`src/rtl/conv1_mp_scheduler_pkg.sv`:
```
// Shared widths and stream tokens for the conv1 membrane-potential scheduler.
// Imported by the scheduler and by anything that drives its spike stream.
package conv1_mp_scheduler_pkg;

    localparam int SYNAPSE_INDEX        = 16;
    localparam int CONV1_CHANNEL_O_WIDE = 7;

    localparam logic [SYNAPSE_INDEX-1:0] DEF_START_MARK = 16'hF1FA;
    localparam logic [SYNAPSE_INDEX-1:0] DEF_END_MARK   = 16'hFAF1;

endpackage

```
`src/rtl/conv1_mp_scheduler.sv`:
```
// Walks every conv1 output channel for each popped spike: weight lookup, refresh
// launch, wait for the refresh engine, then next channel, with back-pressure stalls.
module conv1_mp_scheduler
    import conv1_mp_scheduler_pkg::*;
#(
    parameter int                         CH_NUM      = 127,
    parameter logic [SYNAPSE_INDEX-1:0]   START_MARK  = DEF_START_MARK,
    parameter logic [SYNAPSE_INDEX-1:0]   END_MARK    = DEF_END_MARK,
    parameter int                         REF_TIMEOUT = 63
) (
    input  logic                            clk,
    input  logic                            rstn,
    input  logic                            in_empty,
    output logic                            in_rd_en,
    input  logic [SYNAPSE_INDEX-1:0]        in_data,
    output logic                            ws_req,
    output logic [SYNAPSE_INDEX-1:0]        ws_index,
    input  logic                            ws_ack,
    output logic [CONV1_CHANNEL_O_WIDE-1:0] channel_o,
    output logic                            mp_valid,
    input  logic                            ref_idle,
    input  logic                            almost_full,
    output logic                            frame_done,
    output logic                            timeout_err,
    output logic [2:0]                      state_dbg
);

    typedef enum logic [2:0] {
        IDLE     = 3'd0,
        POP      = 3'd1,
        DECODE   = 3'd2,
        LOOKUP   = 3'd3,
        LAUNCH   = 3'd4,
        WAIT_REF = 3'd5,
        NEXT_CH  = 3'd6,
        STALL    = 3'd7
    } state_t;

    localparam int CNT_W = $clog2(REF_TIMEOUT + 2);
    localparam logic [CONV1_CHANNEL_O_WIDE-1:0] CH_FIRST = CONV1_CHANNEL_O_WIDE'(1);
    localparam logic [CONV1_CHANNEL_O_WIDE-1:0] CH_LAST  = CONV1_CHANNEL_O_WIDE'(CH_NUM);
    // The refresh engine only leaves IDLE one cycle after mp_valid, so ref_idle
    // is meaningless for the first two WAIT_REF cycles.
    localparam logic [CNT_W-1:0] REF_BLIND = CNT_W'(2);
    localparam logic [CNT_W-1:0] REF_LIMIT = CNT_W'(REF_TIMEOUT);

    state_t                            state, state_nxt;
    logic [CONV1_CHANNEL_O_WIDE-1:0]   channel_nxt;
    logic [SYNAPSE_INDEX-1:0]          idx_reg, idx_nxt;
    logic [CNT_W-1:0]                  ref_cnt, cnt_nxt;
    logic                              terr_nxt;

    always_ff @(posedge clk or negedge rstn) begin
        if (!rstn) begin
            state       <= IDLE;
            channel_o   <= CH_FIRST;
            idx_reg     <= '0;
            ref_cnt     <= '0;
            timeout_err <= 1'b0;
        end else begin
            state       <= state_nxt;
            channel_o   <= channel_nxt;
            idx_reg     <= idx_nxt;
            ref_cnt     <= cnt_nxt;
            timeout_err <= terr_nxt;
        end
    end

    // ws_req is a level request raised in LOOKUP and held until the single-cycle
    // ws_ack; the transfer completes on the edge where both are high, and an ack
    // seen in any other state is ignored.
    always_comb begin
        state_nxt   = state;
        channel_nxt = channel_o;
        idx_nxt     = idx_reg;
        cnt_nxt     = ref_cnt;
        terr_nxt    = timeout_err;
        in_rd_en    = 1'b0;
        ws_req      = 1'b0;
        mp_valid    = 1'b0;
        frame_done  = 1'b0;
        case (state)
            IDLE: begin
                if (!in_empty && ref_idle) state_nxt = POP;
            end
            POP: begin
                in_rd_en  = 1'b1;
                state_nxt = DECODE;
            end
            DECODE: begin
                idx_nxt = in_data;
                if (in_data == START_MARK) begin
                    state_nxt = IDLE;
                end else if (in_data == END_MARK) begin
                    frame_done  = 1'b1;
                    channel_nxt = CH_FIRST;
                    state_nxt   = IDLE;
                end else begin
                    channel_nxt = CH_FIRST;
                    state_nxt   = LOOKUP;
                end
            end
            LOOKUP: begin
                ws_req = 1'b1;
                if (ws_ack) state_nxt = LAUNCH;
            end
            LAUNCH: begin
                mp_valid  = 1'b1;
                cnt_nxt   = '0;
                state_nxt = WAIT_REF;
            end
            WAIT_REF: begin
                cnt_nxt = ref_cnt + CNT_W'(1);
                if (ref_cnt >= REF_BLIND && ref_idle) begin
                    state_nxt = NEXT_CH;
                end else if (ref_cnt >= REF_LIMIT) begin
                    terr_nxt  = 1'b1;
                    state_nxt = NEXT_CH;
                end
            end
            NEXT_CH: begin
                if (channel_o == CH_LAST) begin
                    channel_nxt = CH_FIRST;
                    state_nxt   = IDLE;
                end else begin
                    channel_nxt = channel_o + CONV1_CHANNEL_O_WIDE'(1);
                    state_nxt   = almost_full ? STALL : LOOKUP;
                end
            end
            STALL: begin
                if (!almost_full) state_nxt = LOOKUP;
            end
            default: state_nxt = IDLE;
        endcase
    end

    assign ws_index  = idx_reg;
    assign state_dbg = state;

endmodule
```
`config.mk`:
```
export PLATFORM = sky130hd
export DESIGN_NAME = conv1_mp_scheduler
export DESIGN_NICKNAME = d
export VERILOG_FILES = /design/src/rtl/conv1_mp_scheduler_pkg.sv /design/src/rtl/conv1_mp_scheduler.sv
export SDC_FILE = /design/constraint.sdc
export NUM_CORES = 1
export LEC_CHECK = 0
export CAP_MARGIN = 20
export CORE_MARGIN = 1
export CORE_UTILIZATION = 42
export DETAILED_ROUTE_END_ITERATION = 8
export GPL_TIMING_DRIVEN = 1
export PLACE_DENSITY = 0.76
export SETUP_SLACK_MARGIN = 0.15
export SKIP_CTS_REPAIR_TIMING = 1
export SLEW_MARGIN = 5
export SYNTH_ARGS = -nofsm -noshare
export SYNTH_HDL_FRONTEND = slang
export SYNTH_SLANG_ARGS = --single-unit
```
`constraint.sdc`:
```
create_clock -name clk -period 1.8 [get_ports clk]
set_clock_uncertainty 0.05 [all_clocks]
set_input_delay 0.27 -clock clk [delete_from_list [all_inputs] [get_ports clk]]
set_output_delay 0.27 -clock clk [all_outputs]
set_load 0.02 [all_outputs]
```
### After elaboration in Yosys (flattened, before gate mapping)

Index checks and enable logic that the tools add are counted.

| operators by class | value |
|---|---|
| add/sub/neg operators | 2 |
| magnitude comparators | 2 |
| eq/ne operators | 15 |
| muxes and demuxes | 20 |
| bitwise operators | 1 |
| reduce and logical (&&, ||, !) cells | 9 |

Operators with widths:

| kind | number |
|---|---|
| 16-bit == test (second input constant) | 2 |
| 7-bit one-hot mux with 2 select lines | 2 |
| 3-bit one-hot mux with 8 select lines | 1 |
| 3-bit 2-to-1 mux | 7 |
| 7-bit by 1-bit adder with 7-bit output (second input constant) | 2 |
| 7-bit 2-to-1 mux | 2 |
| 3-bit == test (second input constant) | 4 |
| 2-bit inequality test (second input constant) | 4 |
| 7-bit == test (second input constant) | 1 |
| 7-bit by 2-bit greater-or-equal comparator with 1-bit output (second input constant) | 1 |
| 7-bit by 6-bit greater-or-equal comparator with 1-bit output (second input constant) | 1 |
| 3-bit by 2-bit == test with 1-bit output (second input constant) | 2 |
| 1-bit 2-to-1 mux | 6 |
| 2-bit 2-to-1 mux | 2 |
| 4-bit AND reduction | 1 |
| 2-bit nonzero test | 2 |
| 3-bit by 1-bit == test with 1-bit output (second input constant) | 1 |
| 3-bit logical NOT | 1 |
| 3-bit inequality test (second input constant) | 1 |
| 3-bit AND reduction | 1 |
| 1-bit logical AND | 2 |
| 2-bit AND reduction | 1 |
| 1-bit logical NOT | 1 |
| 1-bit NOT | 1 |

| word-level totals | value |
|---|---|
| register bits after elaboration | 34 |
| input bits | 22 |
| output and inout bits | 31 |
| logic and storage cells | 54 |

### Longest topological paths before layout

Gate-level depths: netlist of run 1.

| depth | value |
|---|---|
| depth in word-level cells | 4 |
| mapped depth | 7 |
| depth with buffers taken out | 7 |

### Worst setup path after synthesis of run 1

No wires, ideal clock.

| timing path | value |
|---|---|
| path type | register to register |
| start | reg channel_o[0] |
| end | reg state[0] (netlist: state_dbg[0]) |
| setup time | 0.138 ns |
| data arrival time | 1.645 ns |
| data required time | 1.612 ns |
| setup slack | -0.033 ns |
| cell stages (with the launch flop) | 7 |
| buffers on the path | 0 |
| period minus slack after synthesis | 1.833 ns |
| path through | dfstp_2 -> ha_1 -> and3_1 -> and3_1 -> a21boi_4 -> nor4_1 -> a21oi_1 |

| between the ends | value |
|---|---|
| cells in the longest elaborated chain, start to end | 3 |

Ends and longest elaborated chain:

| what | RTL line | text |
|---|---|---|
| start: declaration | conv1_mp_scheduler.sv:19 | `output logic [CONV1_CHANNEL_O_WIDE-1:0] channel_o,` |
| start signal: assignment | conv1_mp_scheduler.sv:62 | `channel_o <= channel_nxt;` |
| 7-bit == test | conv1_mp_scheduler.sv:122 | `if (channel_o == CH_LAST) begin` |
| 3-bit 2-to-1 mux | conv1_mp_scheduler.sv:122 |  |
| 3-bit one-hot mux with 8 select lines | conv1_mp_scheduler.sv:82 | `case (state)` |
| end signal: assignment | conv1_mp_scheduler.sv:61 | `state <= state_nxt;` |
| end: declaration | conv1_mp_scheduler.sv:47 | `state_t state, state_nxt;` |

No other way between the ends.
A chain may end at the register's enable or synchronous reset.

### Worst setup path in the final report of run 1

| timing path | value |
|---|---|
| start | reg channel_o[1] |
| end | reg state[2] (netlist: state_dbg[2]) |

The elaborated chain is that of the path after synthesis.

==> impl_metrics.ini, run 1 <==
[sta]
fin_crit_sh_pct = 97.3
rsz0062_at_grt = yes
fin_crit_ns = 1.75
slew_violations = 0
tns_ns = 0
relSlewSlack_pct = 70.9
setup_viol = 0
hold_slack_ns = 0.191
worstMarginPinSlew_ns = 0.436
hold_viol = 0
timing.fmax_mhz = 571
setup_ws_ns = 0.0489

[clocking]
cts_tree = yes
clock-root-buffer = clkbuf_8
cts_made_buffers = 5
clockBufferDepth = 2
clkLatencyLatePin_ns = 0.28
h-tree-depth = 2
cts.sinks = 34
clk_pin_slew_worst_paths_ns = 0.07

[synthesis]
ys_seq_area_share_pct = 49.5
synth_area_um2 = 1720
ys_ff_latch = 34
synth_edf_count = 0
yosys.area_share.simple_pct = 16.8
synth_nets = 182
synth_cell_types = 39
synth_top_flop_cell = dfrtp_1
synth_xor_area_share_pct = 1.02
synthMuxAreaShare_pct = 12.2
synth_fa_ha_area_share_pct = 2.18
synth_top_family_by_area = simple AND/OR/NAND/NOR gates
async_flop_share_pct = 100
synth-compound-area-share_pct = 14.5
synthCells = 157
yosysWarnings = 0
avgSynthCellArea_um2 = 11.0

[route]
routed_wirelength_um = 4370
dr_total_vias = 1498
drcViolationCount = 0
vias_per_cell = 5.43
antenna_left = 0
drt_first_pass_iters = 4
dr.first_iter.drc_count = 53
routedWlPerCell_um = 15.8

[cells_and_area]
multi_input_area_um2 = 893
final_cell_count_no_fill = 276
fin_nets = 252
synthToLayoutAreaGrowth_pct = 53.3
postLayoutCoreUtil_pct = 69.4
antennaDiodeCount = 0
final_common_cell = dfrtp_1
drive_gt1_share_pct = 22.4
fillers = 276
seqCellArea_um2 = 855
mostFrequentLayoutCells = dfrtp_1 (31), clkdlybuf4s50_1 (26), dlymetal6s2s_1 (24)

[floorplan]
dieArea_um2 = 4360
initial_core_util_pct = 45.3
dieHeight_um = 66
pin_count = 53
fp.coreArea_um2 = 3800
fp-row-count = 22
fp.dieW_um = 66

[global_route]
grt_pass1_vias = 1456
grt_pass1_wl_um = 6880
grt_antenna_before_repair = 0
grt_start_max_net_pins = 35
track_usage_pct = 21.1
overflow = 0

[critical_path]
worstPathCellList = ha_4, and3_4, and3_4, a21boi_4, a31oi_2, o32ai_2
crit_path_start = channel_o[1]$_DFFE_PN0P_
rr_endpoint = state_dbg[2]$_DFFE_PN0P_
path_common_cell = and3_4
crit_type = flop to flop
required_ns = 1.93
r2r_start = channel_o[1]$_DFFE_PN0P_
endpoint = state_dbg[2]$_DFFE_PN0P_
reg2reg_slack_ns = 0.05
max_stage_delay_ns = 0.44
slowest_stage = dfrtp_2
cp_max_fo = 7
reg2regPathDepth = 6
cp.arrival_ns = 1.88
critPathLaunchType = flop
worstSetupEndpointType = flop

[power]
ir_drop_mv = 1.08
power.leakage_uw = 0.00139
p_per_area_nw_per_um2 = 1590

[placed_design]
hpwlAfterDp_um = 3070
port-buffer-count = 52
gp_congestion = 0.790
dp_cells = 264
post-place-ws_ns = -0.668

[run_status]
status = completed

[worst_hold_path]
hp-class = primary input to flop

[flow_run]
max_cap_violations = 0
-- area by class of cell --
type	instances	area share, %
clock buffers	8	4.17
repair buffers	69	26.6
inverters	5	0.712
flip-flops and latches	34	32.4
well taps	48	2.28
multi-input cells	112	33.9
-- Yosys cell counts, types with 2 or more instances --
library cell	number	area, µm²
dfrtp_1	33	826
mux2_1	16	180
nand2_1	13	48.8
a21oi_1	8	40.0
and3_1	8	50.1
nor2_1	8	30.0
nor3_1	6	30.0
o21ai_1	6	30.0
a31oi_1	5	31.3
inv_1	4	15.0
nand3_1	4	20.0
a22o_1	3	26.3
buf_6	3	33.8
ha_1	3	37.5
mux2i_1	3	30.0
nand2b_1	3	18.8
o21ai_0	3	15.0
a21o_1	2	15.0
clkbuf_1	2	7.51
nand4_1	2	12.5
nand4b_1	2	17.5
nor4_1	2	12.5
xor2_1	2	17.5
-- critical path, delay by kind of cell (launching register included) --
| kind | cells | cell delay (ns) |
|---|---|---|
| AOI/OAI and AO/OA | 3 | 0.63 |
| DFF | 1 | 0.44 |
| and+or+nand+nor | 2 | 0.37 |
| adders and majority gates | 1 | 0.17 |
-- per-stage QoR --
stage	total power, µW	area [µm²]
2_1_floorplan	2550	1750
5_1_grt	4470	2640
6_report	4200	2640
3_3_place_gp	3400	2380
3_5_place_dp	3500	2380
4_1_cts	4170	2490
-- flip-flops by register name, summed over array words and instances (netlist names) --
name	cells
ref_cnt	7
ws_index	16
timeout_err	1
state_dbg	3
channel_o	7
-- kinds of logic (layout without fill, tap and decap cells) --
kind of cell               after synthesis  after routing
muxes                                   19             19
and+or+nand+nor                         52             52
buffers and inverters                   11             82
DFF                                     34             34
xor gates and xnor gates                 2              2
AOI/OAI and AO/OA                       36             36
adders and majority gates                3              3
-- power breakdown --
| group | switching, µW | total, µW | internal [µW] |
|---|---|---|---|
| registers | 248 | 1340 | 1090 |
| logic | 1140 | 2210 | 1070 |
| clock network | 268 | 654 | 386 |
| total | 1660 | 4200 | 2550 |
-- metal layers --
| metal | part of all wire (%) | vias to the layer above | track usage [%] |
|---|---|---|---|
| met3 | 4.3 | 14 | 4.66 |
| li1 | - | 716 | - |
| met4 | 3.5 | 0 | 9.31 |
| met5 | 0 | - | 0 |
| met1 | 41 | 725 | 24.4 |
| met2 | 51 | 43 | 37.0 |
-- worst min path at each step --
stage / endpoint / cells past startpoint / startpoint / slack (ns)
finish: ws_index[2]$_DFFE_PN0P_ / 2 / in_data[2] / 0.19
global route: ws_index[2]$_DFFE_PN0P_ / 2 / in_data[2] / 0.20
CTS: ws_index[4]$_DFFE_PN0P_ / 2 / rstn / 0.37
detailed placement: timeout_err$_DFFE_PN0P_ / 1 / timeout_err$_DFFE_PN0P_ / 0.41
global placement: timeout_err$_DFFE_PN0P_ / 1 / timeout_err$_DFFE_PN0P_ / 0.41
floorplan: channel_o[1]$_DFFE_PN0P_ / 0 / rstn / -0.08
Power figures use the tool's default switching activity.
==> run 2: changes to the inputs <==
HOLD_SLACK_MARGIN = 0.1   (was not set)
==> results of run 2 <==
No change in the layout: final DEF, timing and power equal those of run 1.
